`src/rtl/puf_pkg.sv`:
```
// Shared types and helpers for the RO-PUF evaluation sequencer.
// Holds the FSM state encoding, the RO pair derivation and the default counter width.
package puf_pkg;

  localparam int DEF_CNT_W = 8;

  typedef enum logic [2:0] {
    IDLE,
    CLEAR,
    MEASURE,
    SETTLE,
    COMPARE,
    DONE
  } state_t;

  // Returns {sel_a, sel_b} for measurement k; an RO is never compared with itself.
  function automatic logic [5:0] pair_sel(input logic [2:0] base_a,
                                          input logic [2:0] base_b,
                                          input logic [2:0] k);
    logic [2:0] a;
    logic [2:0] b;
    a = base_a + k;
    b = base_b + k;
    if (a == b) b = a ^ 3'b100;
    return {a, b};
  endfunction

endpackage

```
`src/rtl/puf_window_timer.sv`:
```
// Down-counting window timer: load arms it for load_val cycles; expire is high on the last one.
// A load in the expire cycle re-arms it back-to-back, so consecutive windows need no gap.
module puf_window_timer #(
  parameter int TW = 16
) (
  input  logic          clk,
  input  logic          rst,
  input  logic          load,
  input  logic [TW-1:0] load_val,
  output logic          expire
);

  logic [TW-1:0] cnt;
  logic          active;

  always_ff @(posedge clk) begin
    if (rst) begin
      cnt    <= '0;
      active <= 1'b0;
    end else if (load) begin
      cnt    <= load_val - TW'(1);
      active <= 1'b1;
    end else if (active) begin
      if (cnt == '0) active <= 1'b0;
      else           cnt    <= cnt - TW'(1);
    end
  end

  assign expire = active && (cnt == '0);

endmodule

```
`src/rtl/puf_eval_sequencer.sv`:
```
// RO-PUF sequencer: one challenge in, RESP_BITS response bits out via CLEAR/MEASURE/SETTLE/COMPARE per bit.
// Define PUF_MAJORITY_VOTE_EN to measure each bit three times and keep the majority result.
module puf_eval_sequencer
  import puf_pkg::*;
#(
  parameter int RESP_BITS     = 8,
  parameter int CNT_W         = DEF_CNT_W,
  parameter int WIN_CYCLES    = 1000,
  parameter int SETTLE_CYCLES = 4
) (
  input  logic                 clk,
  input  logic                 rst,
  input  logic                 start,
  input  logic [7:0]           challenge,
  input  logic [CNT_W-1:0]     count_a,
  input  logic [CNT_W-1:0]     count_b,
  output logic                 ro_en,
  output logic                 cnt_rst,
  output logic [2:0]           sel_a,
  output logic [2:0]           sel_b,
  output logic                 busy,
  output logic                 done,
  output logic [RESP_BITS-1:0] response,
  output logic [3:0]           tie_cnt
);

  localparam int TMAX = (WIN_CYCLES > SETTLE_CYCLES) ? WIN_CYCLES : SETTLE_CYCLES;
  localparam int TW   = $clog2(TMAX + 1);
  localparam logic [TW-1:0] WIN_LD    = TW'(WIN_CYCLES);
  localparam logic [TW-1:0] SETTLE_LD = TW'(SETTLE_CYCLES);

  state_t        state, state_n;
  logic [5:0]    ch_q;
  logic [2:0]    k;
  logic          last_bit, last_meas, meas_bit, meas_tie;
  logic          tmr_load, tmr_expire;
  logic [TW-1:0] tmr_val;
  logic          unused_ch;

  assign unused_ch = ^challenge[7:6];
  assign last_bit  = (k == 3'(RESP_BITS - 1));
  assign meas_bit  = (count_a > count_b);
  assign meas_tie  = (count_a == count_b);

`ifdef PUF_MAJORITY_VOTE_EN
  logic [1:0] vote_idx, ones;
  logic       maj;
  assign last_meas = (vote_idx == 2'd2);
  assign maj       = (ones == 2'd2) || ((ones == 2'd1) && meas_bit);
`else
  assign last_meas = 1'b1;
`endif

  puf_window_timer #(.TW(TW)) u_timer (
    .clk      (clk),
    .rst      (rst),
    .load     (tmr_load),
    .load_val (tmr_val),
    .expire   (tmr_expire)
  );

  always_ff @(posedge clk) begin
    if (rst) state <= IDLE;
    else     state <= state_n;
  end

  always_comb begin
    state_n  = state;
    tmr_load = 1'b0;
    tmr_val  = WIN_LD;
    case (state)
      IDLE:    if (start) state_n = CLEAR;
      CLEAR: begin
        state_n  = MEASURE;
        tmr_load = 1'b1;
      end
      MEASURE: if (tmr_expire) begin
        state_n  = SETTLE;
        tmr_load = 1'b1;
        tmr_val  = SETTLE_LD;
      end
      SETTLE:  if (tmr_expire) state_n = COMPARE;
      COMPARE: state_n = (last_meas && last_bit) ? DONE : CLEAR;
      DONE:    state_n = IDLE;
      default: state_n = IDLE;
    endcase
  end

  // Control outputs are registered from the next state so they line up with the state itself.
  always_ff @(posedge clk) begin
    if (rst) begin
      ro_en    <= 1'b0;
      cnt_rst  <= 1'b1;
      busy     <= 1'b0;
      done     <= 1'b0;
      sel_a    <= '0;
      sel_b    <= '0;
      response <= '0;
      tie_cnt  <= '0;
      ch_q     <= '0;
      k        <= '0;
`ifdef PUF_MAJORITY_VOTE_EN
      vote_idx <= '0;
      ones     <= '0;
`endif
    end else begin
      ro_en   <= (state_n == MEASURE);
      cnt_rst <= (state_n inside {IDLE, CLEAR, DONE});
      busy    <= (state_n != IDLE);
      done    <= (state_n == DONE);
      if (state == IDLE && start) begin
        ch_q           <= challenge[5:0];
        {sel_a, sel_b} <= pair_sel(challenge[2:0], challenge[5:3], 3'd0);
        k              <= '0;
        response       <= '0;
        tie_cnt        <= '0;
`ifdef PUF_MAJORITY_VOTE_EN
        vote_idx       <= '0;
        ones           <= '0;
`endif
      end
      if (state == COMPARE) begin
        if (meas_tie && tie_cnt != 4'd15) tie_cnt <= tie_cnt + 4'd1;
`ifdef PUF_MAJORITY_VOTE_EN
        if (!last_meas) begin
          vote_idx <= vote_idx + 2'd1;
          ones     <= ones + {1'b0, meas_bit};
        end else begin
          vote_idx <= '0;
          ones     <= '0;
          response <= response | (RESP_BITS'(maj) << k);
        end
`else
        response <= response | (RESP_BITS'(meas_bit) << k);
`endif
        if (last_meas && !last_bit) begin
          k              <= k + 3'd1;
          {sel_a, sel_b} <= pair_sel(ch_q[2:0], ch_q[5:3], k + 3'd1);
        end
      end
    end
  end

endmodule

```
`config.mk`:
```
export PLATFORM = sky130hd
export DESIGN_NAME = puf_eval_sequencer
export DESIGN_NICKNAME = d
export VERILOG_FILES = /design/src/rtl/puf_pkg.sv /design/src/rtl/puf_window_timer.sv /design/src/rtl/puf_eval_sequencer.sv
export SDC_FILE = /design/constraint.sdc
export NUM_CORES = 1
export LEC_CHECK = 0
export BUFFER_PORTS_ARGS = -buffer_cell sky130_fd_sc_hd__buf_4
export CAP_MARGIN = 30
export CORE_UTILIZATION = 50
export DETAILED_ROUTE_END_ITERATION = 10
export HOLD_SLACK_MARGIN = 0.08
export PLACE_DENSITY = 0.73
export SLEW_MARGIN = 40
export SYNTH_ARGS = -nofsm -noshare
export SYNTH_HDL_FRONTEND = slang
export SYNTH_SLANG_ARGS = --single-unit
```
`constraint.sdc`:
```
create_clock -name clk -period 5.6 [get_ports clk]
set_input_delay 0.28 -clock clk [delete_from_list [all_inputs] [get_ports clk]]
set_output_delay 0.28 -clock clk [all_outputs]
set_load 0.03 [all_outputs]
```
* Yosys cells after proc, flatten, opt, wreduce, memory -nomap -nowiden
Cells that the tools add are included.
Storage, ports and cells: register bits after elaboration 45, bits of input ports 27, output and inout bits 22, word-level logic and storage cells 79
Operators by class: add/sub/neg operators 6, $lt $le $gt $ge 1, equal/unequal tests 13, shift operators 1, multiplexer cells 31, bitwise operators 3, reductions and logical operators 11
Operators by type and width (number):
- $mux 10 | 5
- $mux 3 | 15
- $sub 10x1->10 const B | 2
- $mux 8 | 2
- $pmux 3 s5 | 1
- $mux 4 | 3
- $logic_not 10->1 | 1
- $eq 3x2->1 const B | 3
- $eq 3x3->1 const B | 3
- $eq 8x8->1 | 1
- $gt 8x8->1 | 1
- $or 8x8->8 | 1
- $shl 1x3->8 | 1
- $add 3x3->3 | 2
- $eq 3x1->1 const B | 2
- $eq 3x3->1 | 2
- $logic_not 3->1 | 2
- $reduce_bool 3->1 | 2
- $add 4x1->4 const B | 1
- $mux 1 | 4
- $ne 4x4->1 const B | 1
- $reduce_bool 2->1 | 2
- $add 3x1->3 const B | 1
- $logic_and 1x1->1 | 3
- 4 further kinds | 5

* Logic depth before layout (Yosys ltp)
Gate-level depths: netlist (run 1).
depth in word-level cells 6, gate-level depth with buffers 12, depth with buffers taken out 11

* Hierarchy
Synthesis (run 1) repeated with hierarchy kept, for this count alone.
Second synthesis, totals: cells, all modules 301, area total of the unflattened synthesis 2590.0 um2
Modules (own cells, without submodules):
- puf_eval_sequencer | instances 1, cells each 203, area an instance 1764.2 um2, seq. area each 680.7 um2
- puf_window_timer | instances 1, cells each 98, area an instance 825.8 um2, seq. area each 220.2 um2

* Least setup slack after synthesis (run 1)
No wires, ideal clock.
kind register -> register, start point register state[1], end point register u_timer.cnt[8], setup time 0.132 ns, data arrival time 2.123 ns, data required time 5.468 ns, slack 3.345 ns, cell stages (with the launch flop) 13, buffers on the path 1, path through dfxtp_1 buf_2 nor3b_1 nand2_1 nor2_1 nor2_1 nand2_1 ha_1 nand2_1 or3_4 nor4_4 xnor2_1 a21oi_1
On the way: word-level cells in the longest chain between the ends 4, elaborated cells between the ends (all ways) 9
RTL lines:
- start, declared | line puf_eval_sequencer.sv:32 | state_t state, state_n;
- start signal, assigned | line puf_eval_sequencer.sv:64 | else state <= state_n;
- $eq 3x2->1 / $eq 3x1->1 (equally long branches) | line puf_eval_sequencer.sv:71 | case (state)
- $mux 10 / $pmux 1 s2 (equally long branches) | line puf_eval_sequencer.sv:71
- $sub 10x1->10 (tied with other cells) | line puf_window_timer.sv:21 | cnt <= load_val - TW'(1);
- $mux 10 / $reduce_and 2->1 (equally long branches)
- end signal, assigned | line puf_window_timer.sv:21
- end signal, assigned | line puf_window_timer.sv:25 | else cnt <= cnt - TW'(1);
- end, declared | line puf_window_timer.sv:13 | logic [TW-1:0] cnt;
Several ways; a longest one is shown, not always the timed one. A chain may end at the register's enable or synchronous reset.

* Worst setup path after layout (run 1)
Ends and elaborated chain as after synthesis.

==> results of run 1 <==
[cell families (layout without fill, tap and decap cells)]
group	Yosys count	count (layout)	synth area share
muxes	1	1	0.00399
xor gates and xnor gates	12	12	0.0419
DFF	45	45	0.359
buffers and inverters	32	70	0.0558
AOI/OAI and AO/OA	66	66	0.173
and+or+nand+nor	122	122	0.281
adders and majority gates	16	16	0.0857
[sequential cells by signal (all words and copies together), names as in the netlist]
register and cells:
u_timer.cnt 10, response 8, ch_q 6, tie_cnt 4, k 3, sel_a 3, sel_b 3, state 3
busy 1, cnt_rst 1, done 1, ro_en 1, u_timer.active 1
[layout make-up]
type                    instances  area, um2  share of cell area
clock buffers                   7       86.3              0.0289
well taps                      67       83.8              0.0280
flip-flops and latches         45        901               0.301
clock inverters                 1       30.0              0.0100
multi-input cells             217       1480               0.496
inverters                      16       60.1              0.0201
repair buffers                 46        345               0.115
[where the power goes]
| group | internal, mW | leakage (nW) | switching, mW |
|---|---|---|---|
| clock network | 0.145 | 0.0585 | 0.106 |
| registers | 0.341 | 0.367 | 0.0264 |
| logic | 0.0872 | 0.764 | 0.115 |
| total | 0.574 | 1.19 | 0.248 |
[cells in the mapped netlist, drive strengths merged, types with 2 or more instances]
cell type and count:
nor2b 7, nor3b 3, ha 14, xnor2 8, or3 5, or3b 2, a22oi 2, nand2b 3
fa 2, xor2 4, clkbuf 10, nor3 11, nand3b 4, nand4 3, o21ai 8, nand3 6
o21a 2, nor4 8, inv 16, or4 2, buf 6, or2 4, a211oi 4, a22o 8
nor2 25, a21oi 27, and3 2, o41ai 2, dfxtp 45, a31oi 9, nand2 31, nor4b 3
[worst max-delay path, delay by kind of cell, from the launching register on]
family | cells | cell delay [ps]
adders and majority gates | 1 | 220
xor gates and xnor gates | 1 | 140
and+or+nand+nor | 8 | 1670
AOI/OAI and AO/OA | 1 | 80
DFF | 1 | 560
[placed cells by master, fill, tap and decap left out, types with 3 or more instances in the layout]
| master | netlist | layout |
|---|---|---|
| buf_4 | 0 | 46 |
| dfxtp_1 | 45 | 45 |
| nand2_1 | 31 | 31 |
| a21oi_1 | 27 | 27 |
| nor2_1 | 24 | 24 |
| inv_1 | 16 | 16 |
| ha_1 | 14 | 14 |
| nor3_1 | 9 | 9 |
| a31oi_1 | 9 | 9 |
| a22o_1 | 8 | 8 |
| xnor2_1 | 8 | 8 |
| nor2b_1 | 7 | 7 |
| nand3_1 | 6 | 6 |
| o21ai_0 | 6 | 6 |
| clkbuf_8 | 0 | 6 |
| nor4_1 | 5 | 5 |
| a211oi_1 | 4 | 4 |
| nand3b_1 | 4 | 4 |
| or3_1 | 4 | 4 |
| xor2_1 | 4 | 4 |
| nor3b_1 | 3 | 3 |
| nor4_4 | 3 | 3 |
| nand2b_1 | 3 | 3 |
| or2_2 | 3 | 3 |
| nand4_1 | 3 | 3 |
[per-layer routing]
metal  vias up  global-route usage  part of all wire
met2        69               0.332              0.45
met1      1015               0.294              0.49
met5         -                   0                 0
met3         9              0.0470             0.054
li1       1119                   -                 -
met4         0              0.0763             0.013
[stage by stage]
step	hold WS, ps	instance area, um2	power, mW	worst slack, ps	cells
2_1_floorplan	416	2510	0.522	3340	294
3_3_place_gp	448	2870	0.569	3020	391
3_5_place_dp	451	2870	0.574	3000	391
4_1_cts	232	2990	0.829	2860	399
5_1_grt	253	2990	0.870	2640	399
6_report	248	2990	0.822	2810	399
[worst paths after layout]
check             depth (start not counted)  slack [ps]                          end                 start
setup reg to reg                         11        2810  u_timer.cnt[8]$_SDFFE_PP0P_   state[1]$_SDFF_PP0_
setup / recovery                         11        2810  u_timer.cnt[8]$_SDFFE_PP0P_   state[1]$_SDFF_PP0_
hold reg to reg                           2         460         ch_q[4]$_SDFFE_PP0P_  ch_q[4]$_SDFFE_PP0P_
hold / removal                            3         250         ch_q[5]$_SDFFE_PP0P_          challenge[5]
==> out/metrics.csv, run 1 <==
stage;metric;value;unit
routing;wire per inst;13.4;um
logic_synthesis;register bit total from synthesis;45;
timing;Final Hold Vio Count;0;
grt;global route overflow;0;
logic_synthesis;post-synth top area share;0.359;
run;Max-Cap Viols;0;
worst_setup_path;CP Capture Type;flip-flop;
timing;unrepaired setup endpoints after global routing;no;
layout;fin util;0.625;
worst_setup_path;WP data required;5770;ps
layout;share of layout cells above drive strength 1;0.205;
routing;drt total wl;5340;um
logic_synthesis;number of synthesized flops with an enable pin;0;
worst_setup_path;most used cell along the critical path;nand2_1;
layout;diode count;0;
grt;pin count of the biggest net entering global routing;39;
logic_synthesis;Synth Net Count;337;
routing;Final ANT Viol Nets;0;
placed_design;post-DP HPWL;3800;um
power;PD cells;275;nW/um2
clock_tree;CTS Root Cell;clkbuf_8;
clock_tree;clk buf depth;2;
clock_tree;Clk Latency, worst-skew pair;300;ps
clock_tree;CTS tree;built;
timing;Slew Limit Fails;0;
grt;initial antenna violation count;0;
power;Pleak;1.19;nW
timing;total negative slack;0;ps
logic_synthesis;share of flip-flops with an asynchronous set or reset;0;
worst_setup_path;CP max stage delay;560;ps
logic_synthesis;area leader, netlist;dfxtp_1;
grt;number of global-route vias before repair;1971;
worst_setup_path;CP max stage cell;dfxtp_1;
floorplanning;die area;5310;um2
layout;Syn-to-layout area delta;19.1;%
routing;DR iter-0 viols;87;
layout;# fillers;437;
placed_design;Final GP Congestion;0.877;
logic_synthesis;post-synthesis sequential area ratio;0.359;
logic_synthesis;Syn Area/Cell;8.54;um2
clock_tree;Max H-tree Level;2;
floorplanning;row count;25;
clock_tree;Hold Buf Count CTS;0;
logic_synthesis;Most used DFF post-synth;dfxtp_1;
routing;drc violations;0;
clock_tree;Inserted Clock Buffers;5;
timing;crit share post-route;0.498;
floorplanning;starting density of the core;0.524;
floorplanning;io pins;49;
clock_tree;Post-CTS Setup Inserts;0;
logic_synthesis;Cells after Synth;294;
worst_setup_path;WS Path Type;flip-flop to flip-flop;
worst_setup_path;startpoint class of the critical path;flip-flop;
worst_hold_path;HP Class;input port to flip-flop;
grt;first-pass GRT wire length;8870;um
timing;final count of negative-setup-slack endpoints;0;
grt;Total GRT Usage;0.214;
placed_design;PortBufs;46;
clock_tree;CTS Sinks;45;
floorplanning;Placeable Area;4790;um2
power;VDD IR-drop max;146;uV
clock_tree;post-CTS sizing;0;
logic_synthesis;yosys warns;0;
floorplanning;die extent in y;72.9;um
logic_synthesis;Mapped Area;2510;um2
worst_setup_path;critical-path cell list;nor3b_1 -> nand2_1 -> nor2_1 -> nor2_1 -> nand2_1 -> ha_1 -> nand2_1 -> or3_4 -> nor4_4 -> xnor2_1 -> a21oi_1;
worst_setup_path;Crit Path Max Fanout;12;
timing;Worst Skew;5.53;ps
worst_setup_path;Worst EP arrival;2960;ps
floorplanning;die width;72.9;um
timing;Max-slew headroom;0.582;
routing;first drt pass iteration count;4;
routing;total vias in the final route;2212;
logic_synthesis;top cells by area, synth;dfxtp_1 36%, ha_1 7.0%, a21oi_1 5.4%, nand2_1 4.6%, nor2_1 3.6%;
timing;Worst Tran Pin Value;625;ps
timing;Final min period;2790;ps
timing;Fmax;358;MHz
logic_synthesis;Yosys cell types;48;
run_status;status;complete, no violations;
clock_tree;clock-pin slew on the worst setup and hold paths;80;ps
layout;Net count, final;374;
routing;drt via density;5.54;
Power figures use the tool's default switching activity.
==> run 2: changes to the inputs <==
ABC_AREA = 1   (was unset)
clock period = 2.73 ns   (was 5.6 ns; I/O delays follow)
==> run 2 against run 1 <==
First-iteration DRC count up 54%. Highest routed layer unchanged. Sequential power up 100%. Area after synthesis up 0.80%. Critical path depth up 3. Largest power group unchanged. Combinational power rose to 2.8 times the previous value. Via count up 5.3%. Sequential cell count unchanged. Sequential share of layout area down 0.40 points. Worst hold slack worse by 140 ps. Largest cell class unchanged.
==> out/metrics.csv, run 2 <==
stage;metric;value;unit
run_status;status;complete, no violations;
grt;Total GRT Usage;0.223;
logic_synthesis;number of synthesized flops with an enable pin;0;
layout;commonest cells after routing, fill and taps aside;71 x nand2_1, 47 x buf_4, 45 x nor2_1, 45 x dfxtp_1, 43 x inv_1;
routing;Final ANT Viol Nets;0;
timing;crit share post-route;0.776;
timing;Slew Limit Fails;0;
clock_tree;clock-pin slew on the worst setup and hold paths;90;ps
layout;max FFs per register;10;
timing;Fmax;472;MHz
timing;Final min period;2120;ps
clock_tree;clk buf depth;2;
logic_synthesis;post-synth top area share;0.356;
clock_tree;Post-CTS Setup Inserts;0;
routing;wire length on met2;2610;um
worst_setup_path;Crit Path Max Fanout;7;
logic_synthesis;top cells by area, synth;dfxtp_1 36%, nand2_1 11%, ha_1 6.9%, nor2_1 6.7%, inv_1 6.4%;
layout;share of layout cells above drive strength 1;0.235;
logic_synthesis;Mapped Area;2530;um2
worst_setup_path;startpoint class of the critical path;flip-flop;
grt;initial antenna violation count;0;
logic_synthesis;post-synthesis sequential area ratio;0.356;
grt;pin count of the biggest net entering global routing;23;
logic_synthesis;Cells after Synth;350;
routing;max layer used;met4;
routing;DR iter-0 viols;134;
routing;wl on met1;2600;um
floorplanning;starting density of the core;0.529;
layout;Syn-to-layout area delta;19.8;%
clock_tree;CTS tree;built;
logic_synthesis;Syn Area/Cell;7.23;um2
grt;global route overflow;0;
clock_tree;post-CTS sizing;0;
placed_design;PortBufs;46;
placed_design;Final GP Congestion;0.871;
routing;total vias in the final route;2329;
worst_setup_path;reg2reg setup slack;610;ps
routing;first drt pass iteration count;4;
power;VDD IR-drop max;303;uV
clock_tree;Hold Buf Count CTS;0;
worst_setup_path;WS Path Type;flip-flop to flip-flop;
timing;total negative slack;0;ps
timing;Worst Tran Pin Value;575;ps
layout;most common cell after layout, fill and taps aside;nand2_1;
logic_synthesis;register bit total from synthesis;45;
worst_setup_path;Worst EP arrival;2360;ps
timing;final count of negative-setup-slack endpoints;0;
floorplanning;row count;25;
logic_synthesis;synth cell count leaders;71 x nand2_1, 45 x dfxtp_1, 45 x nor2_1;
layout;register name with the most flops;u_timer.cnt;
worst_setup_path;CP Launch Point;u_timer.cnt[9]$_SDFFE_PP0P_;
worst_setup_path;Worst Reg-to-Reg Cells;14;
worst_setup_path;critical-path cell list;inv_1 -> nand2_1 -> nor2_1 -> nand4_4 -> nand2_2 -> nor2_2 -> inv_1 -> ha_1 -> nand4_2 -> nor2_4 -> nand3_1 -> nand2_1 -> nor2_1 -> nor2_1;
grt;number of global-route vias before repair;2063;
routing;drc violations;0;
worst_setup_path;RR Endpoint;u_timer.cnt[8]$_SDFFE_PP0P_;
timing;Max-slew headroom;0.614;
routing;drt total wl;5460;um
clock_tree;CTS Sinks;45;
worst_setup_path;CP max stage cell;dfxtp_1;
floorplanning;die extent in y;73.1;um
worst_setup_path;most used cell along the critical path;nor2_1;
run;Max-Cap Viols;0;
timing;unrepaired setup endpoints after global routing;no;
timing;Final Hold Vio Count;0;
logic_synthesis;share of flip-flops with an asynchronous set or reset;0;
worst_setup_path;r2r startpoint;u_timer.cnt[9]$_SDFFE_PP0P_;
worst_setup_path;CP Capture Type;flip-flop;
timing;final worst slack;611;ps
logic_synthesis;Most used DFF post-synth;dfxtp_1;
power;Tot Pwr;1.72;mW
worst_setup_path;WP data required;2970;ps
logic_synthesis;yosys warns;0;
worst_hold_path;HP Class;input port to flip-flop;
logic_synthesis;Synth Net Count;393;
logic_synthesis;area leader, netlist;dfxtp_1;
routing;wire per inst;11.7;um
logic_synthesis;most common cell in the netlist;nand2_1;
clock_tree;Max H-tree Level;2;
clock_tree;Inserted Clock Buffers;5;
floorplanning;die area;5350;um2
layout;Net count, final;442;
floorplanning;io pins;49;
layout;diode count;0;
placed_design;placement-stage worst setup slack;647;ps
routing;met3 WL post-DR;200;um
power;Pleak;1.42;nW
grt;first-pass GRT wire length;9210;um
clock_tree;CTS Root Cell;clkbuf_8;
worst_setup_path;end of the critical path;u_timer.cnt[8]$_SDFFE_PP0P_;
timing;Worst Skew;6.64;ps
power;PD cells;567;nW/um2
worst_setup_path;CP max stage delay;320;ps
clock_tree;Clk Latency, worst-skew pair;300;ps
floorplanning;Placeable Area;4790;um2
layout;Largest regs;u_timer.cnt (10), response (8), ch_q (6);
logic_synthesis;Yosys cell types;39;
placed_design;post-DP HPWL;4140;um
routing;drt via density;4.99;
floorplanning;die width;73.1;um
[run 2: cell count changes in the layout (fill, tap and decap cells not counted), moves of 8 or more]
cell,previous run,this run
nand2_1,31,71
inv_2,0,11
inv_1,16,43
nand3_1,6,16
nor2_1,24,45
a22o_1,8,0
nor2_2,1,9
[run 2: worst min path at each step]
stage / start / endpoint / cells past startpoint
2_1_floorplan: rst / u_timer.cnt[1]$_SDFFE_PP0P_ / 1
3_3_place_gp: challenge[5] / ch_q[5]$_SDFFE_PP0P_ / 3
3_5_place_dp: challenge[5] / ch_q[5]$_SDFFE_PP0P_ / 3
4_1_cts: challenge[5] / ch_q[5]$_SDFFE_PP0P_ / 3
5_1_grt: challenge[2] / ch_q[2]$_SDFFE_PP0P_ / 3
6_report: challenge[5] / ch_q[5]$_SDFFE_PP0P_ / 3
[run 2: report_power, final]
group / internal, mW / switching, mW
clock network: 0.177 / 0.234
registers: 0.709 / 0.0345
logic: 0.211 / 0.351
total: 1.10 / 0.620
[run 2: cell type report]
cell class,instances,area [um2]
Multi-Input combinational cell,244,1390
Tap cell,67,83.8
Timing Repair Buffer,47,353
Clock inverter,3,17.5
Fill cell,437,1760
Clock buffer,5,68.8
Sequential cell,45,901
Inverter,56,213
[run 2: layer usage]
layer | global-route usage | vias to the layer above
met5 | 0 | -
met4 | 0.0850 | 0
met3 | 0.0373 | 5
met2 | 0.383 | 49
met1 | 0.277 | 1050
li1 | - | 1225
[run 2: cell families after synthesis]
family / after synthesis / share of synthesized area
fa+ha+maj: 16 / 0.0851
flops: 45 / 0.356
simple gates: 169 / 0.319
buf+inv: 61 / 0.0930
xor+xnor: 8 / 0.0277
compound gates: 51 / 0.119
[run 2: critical path: cells and delay by family (launching register included)]
family / cells / cell delay (ps)
adder cells (fa/ha/maj): 1 / 210
AND/OR/NAND/NOR: 11 / 1340
flip-flops: 1 / 320
buffers and inverters: 2 / 200
[run 2: through the flow]
step | std cells | hold slack, ps | instance area, um2 | utilization
2_1_floorplan | 350 | 255 | 2530 | -
3_3_place_gp | 459 | 415 | 2940 | 0.615
3_5_place_dp | 459 | 414 | 2940 | 0.615
4_1_cts | 467 | 99.7 | 3030 | 0.633
5_1_grt | 467 | 116 | 3030 | 0.633
6_report | 467 | 105 | 3030 | 0.633
==> run 3: changes to the inputs <==
clock period = 2.11 ns   (was 2.73 ns; I/O delays follow)
==> run 3 against run 2 <==
Wire length increased by 1.7%. Register-to-register slack got worse by 470 ps. First-iteration DRC count increased by 24%. Critical path depth decreased by 6. Power increased by 33%. Die area unchanged. Fmax increased by 7.7%. Worst setup slack got worse by 470 ps. Largest cell class unchanged. Largest power group unchanged.
==> out/metrics.csv, run 3 (synthesized netlist as in run 2, its figures left out) <==
stage;metric;value;unit
run_status;status;complete, no violations;
floorplanning;starting density of the core;0.529;
timing;Final min period;1970;ps
power;Seq pwr share;0.422;
timing;Slew Limit Fails;0;
grt;first-pass GRT wire length;9340;um
power;P_int;1.50;mW
grt;global route overflow;0;
power;VDD IR-drop max;631;uV
layout;share of layout cells above drive strength 1;0.260;
power;PD cells;741;nW/um2
grt;pin count of the biggest net entering global routing;23;
power;Pleak;1.45;nW
power;Comb power frac;0.327;
worst_setup_path;WS Path Type;flip-flop to flip-flop;
floorplanning;die extent in y;73.1;um
routing;wire per inst;11.8;um
floorplanning;die width;73.1;um
routing;Final ANT Viol Nets;0;
timing;unrepaired setup endpoints after global routing;no;
routing;first drt pass iteration count;4;
grt;Total GRT Usage;0.225;
layout;most common cell after layout, fill and taps aside;nand2_1;
clock_tree;Max H-tree Level;2;
timing;crit share post-route;0.933;
placed_design;Final GP Congestion;0.871;
placed_design;post-DP HPWL;4290;um
timing;total negative slack;0;ps
timing;Fmax;508;MHz
floorplanning;die area;5350;um2
power;net load switching power;0.785;mW
worst_setup_path;Crit Path Max Fanout;4;
worst_setup_path;CP Capture Type;flip-flop;
layout;register name with the most flops;u_timer.cnt;
worst_setup_path;WP data required;2330;ps
routing;drt total wl;5560;um
worst_setup_path;Worst EP arrival;2180;ps
layout;commonest cells after routing, fill and taps aside;71 x nand2_1, 51 x buf_4, 44 x nor2_1, 42 x dfxtp_1, 41 x inv_1;
power;Clk pwr share;0.252;
worst_hold_path;HP Class;input port to flip-flop;
clock_tree;CTS Sinks;45;
power;switching part of the total power;0.344;
layout;diode count;0;
routing;drt via density;4.97;
timing;Worst Skew;5.93;ps
layout;Net count, final;446;
routing;drc violations;0;
layout;max FFs per register;10;
floorplanning;io pins;49;
floorplanning;Placeable Area;4790;um2
routing;DR iter-0 viols;166;
worst_setup_path;startpoint class of the critical path;flip-flop;
layout;fin util;0.644;
floorplanning;row count;25;
clock_tree;clk buf depth;2;
clock_tree;Clk Latency, worst-skew pair;290;ps
clock_tree;Hold Buf Count CTS;0;
timing;Final Hold Vio Count;0;
layout;Largest regs;u_timer.cnt (10), response (8), ch_q (6);
run;Max-Cap Viols;0;
timing;final count of negative-setup-slack endpoints;0;
placed_design;PortBufs;46;
clock_tree;CTS Root Cell;clkbuf_8;
clock_tree;Inserted Clock Buffers;5;
timing;Max-slew headroom;0.701;
grt;number of global-route vias before repair;2118;
timing;Worst Tran Pin Value;446;ps
clock_tree;clock-pin slew on the worst setup and hold paths;80;ps
routing;total vias in the final route;2339;
clock_tree;CTS tree;built;
layout;Syn-to-layout area delta;21.9;%
grt;initial antenna violation count;0;
run 3: critical path, cell delays in order, from the launching register on:
cell and delay, ps:
dfxtp_2 350, ha_1 300, inv_2 100, fa_1 470, xnor2_1 190, nand3_1 110, a21oi_1 140, o21ai_0 100
a31oi_1 140
run 3: power by group through the flow:
stage / sequential [mW] / clock, mW / combinational [mW]
after floorplan: 1.00 / 0 / 0.533
after global placement: 0.981 / 0 / 0.718
after detailed placement: 0.982 / 0 / 0.737
after CTS: 0.962 / 0.589 / 0.741
after global routing: 0.974 / 0.633 / 0.852
final: 0.963 / 0.575 / 0.746
run 3: cell type report:
| type | count | area, um2 |
|---|---|---|
| fill | 435 | 1700 |
| multi-input combinational | 244 | 1400 |
| sequential | 45 | 905 |
| timing repair buffer | 51 | 383 |
| inverter | 56 | 213 |
| clock buffer | 7 | 96.3 |
| tap | 67 | 83.8 |
| clock inverter | 1 | 5.00 |
run 3: per-stage QoR:
step / area [um2] / cells / hold slack (ps) / setup WS, ps / power [mW]
finish: 3080 / 471 / 92.1 / 142 / 2.28
global placement: 2970 / 463 / 384 / 164 / 1.70
detailed placement: 2970 / 463 / 386 / 125 / 1.72
global route: 3080 / 471 / 96.7 / 1.57 / 2.46
floorplan: 2530 / 350 / 224 / 312 / 1.54
CTS: 3080 / 471 / 80.4 / 54.4 / 2.29
run 3: path summary, 6_finish.rpt:
kind                                                   from                          end  depth (start not counted)  slack, ps
worst max-delay path                        k[0]$_SDFF_PP0_          sel_b[2]$_SDFF_PP0_                          8        140
worst min-delay path                           challenge[5]         ch_q[5]$_SDFFE_PP0P_                          3         90
worst max register to register              k[0]$_SDFF_PP0_          sel_b[2]$_SDFF_PP0_                          8        140
worst min register to register  u_timer.cnt[9]$_SDFFE_PP0P_  u_timer.cnt[9]$_SDFFE_PP0P_                          2        470
run 3: timing repair:
| action | in CTS | in global routing |
|---|---|---|
| resized for setup | 0 | 7 |
| endpoints found under the hold margin | 0 | 0 |
| endpoints found under the setup margin | 0 | 3 |
| buffers inserted | 0 | 0 |
run 3: metal layers:
layer / up-vias / track usage / routed length [um]
met1: 1060 / 0.284 / 2600
li1: 1226 / - / -
met3: 4 / 0.0456 / 212
met5: - / 0 / 0
met2: 49 / 0.384 / 2700
met4: 0 / 0.0719 / 37
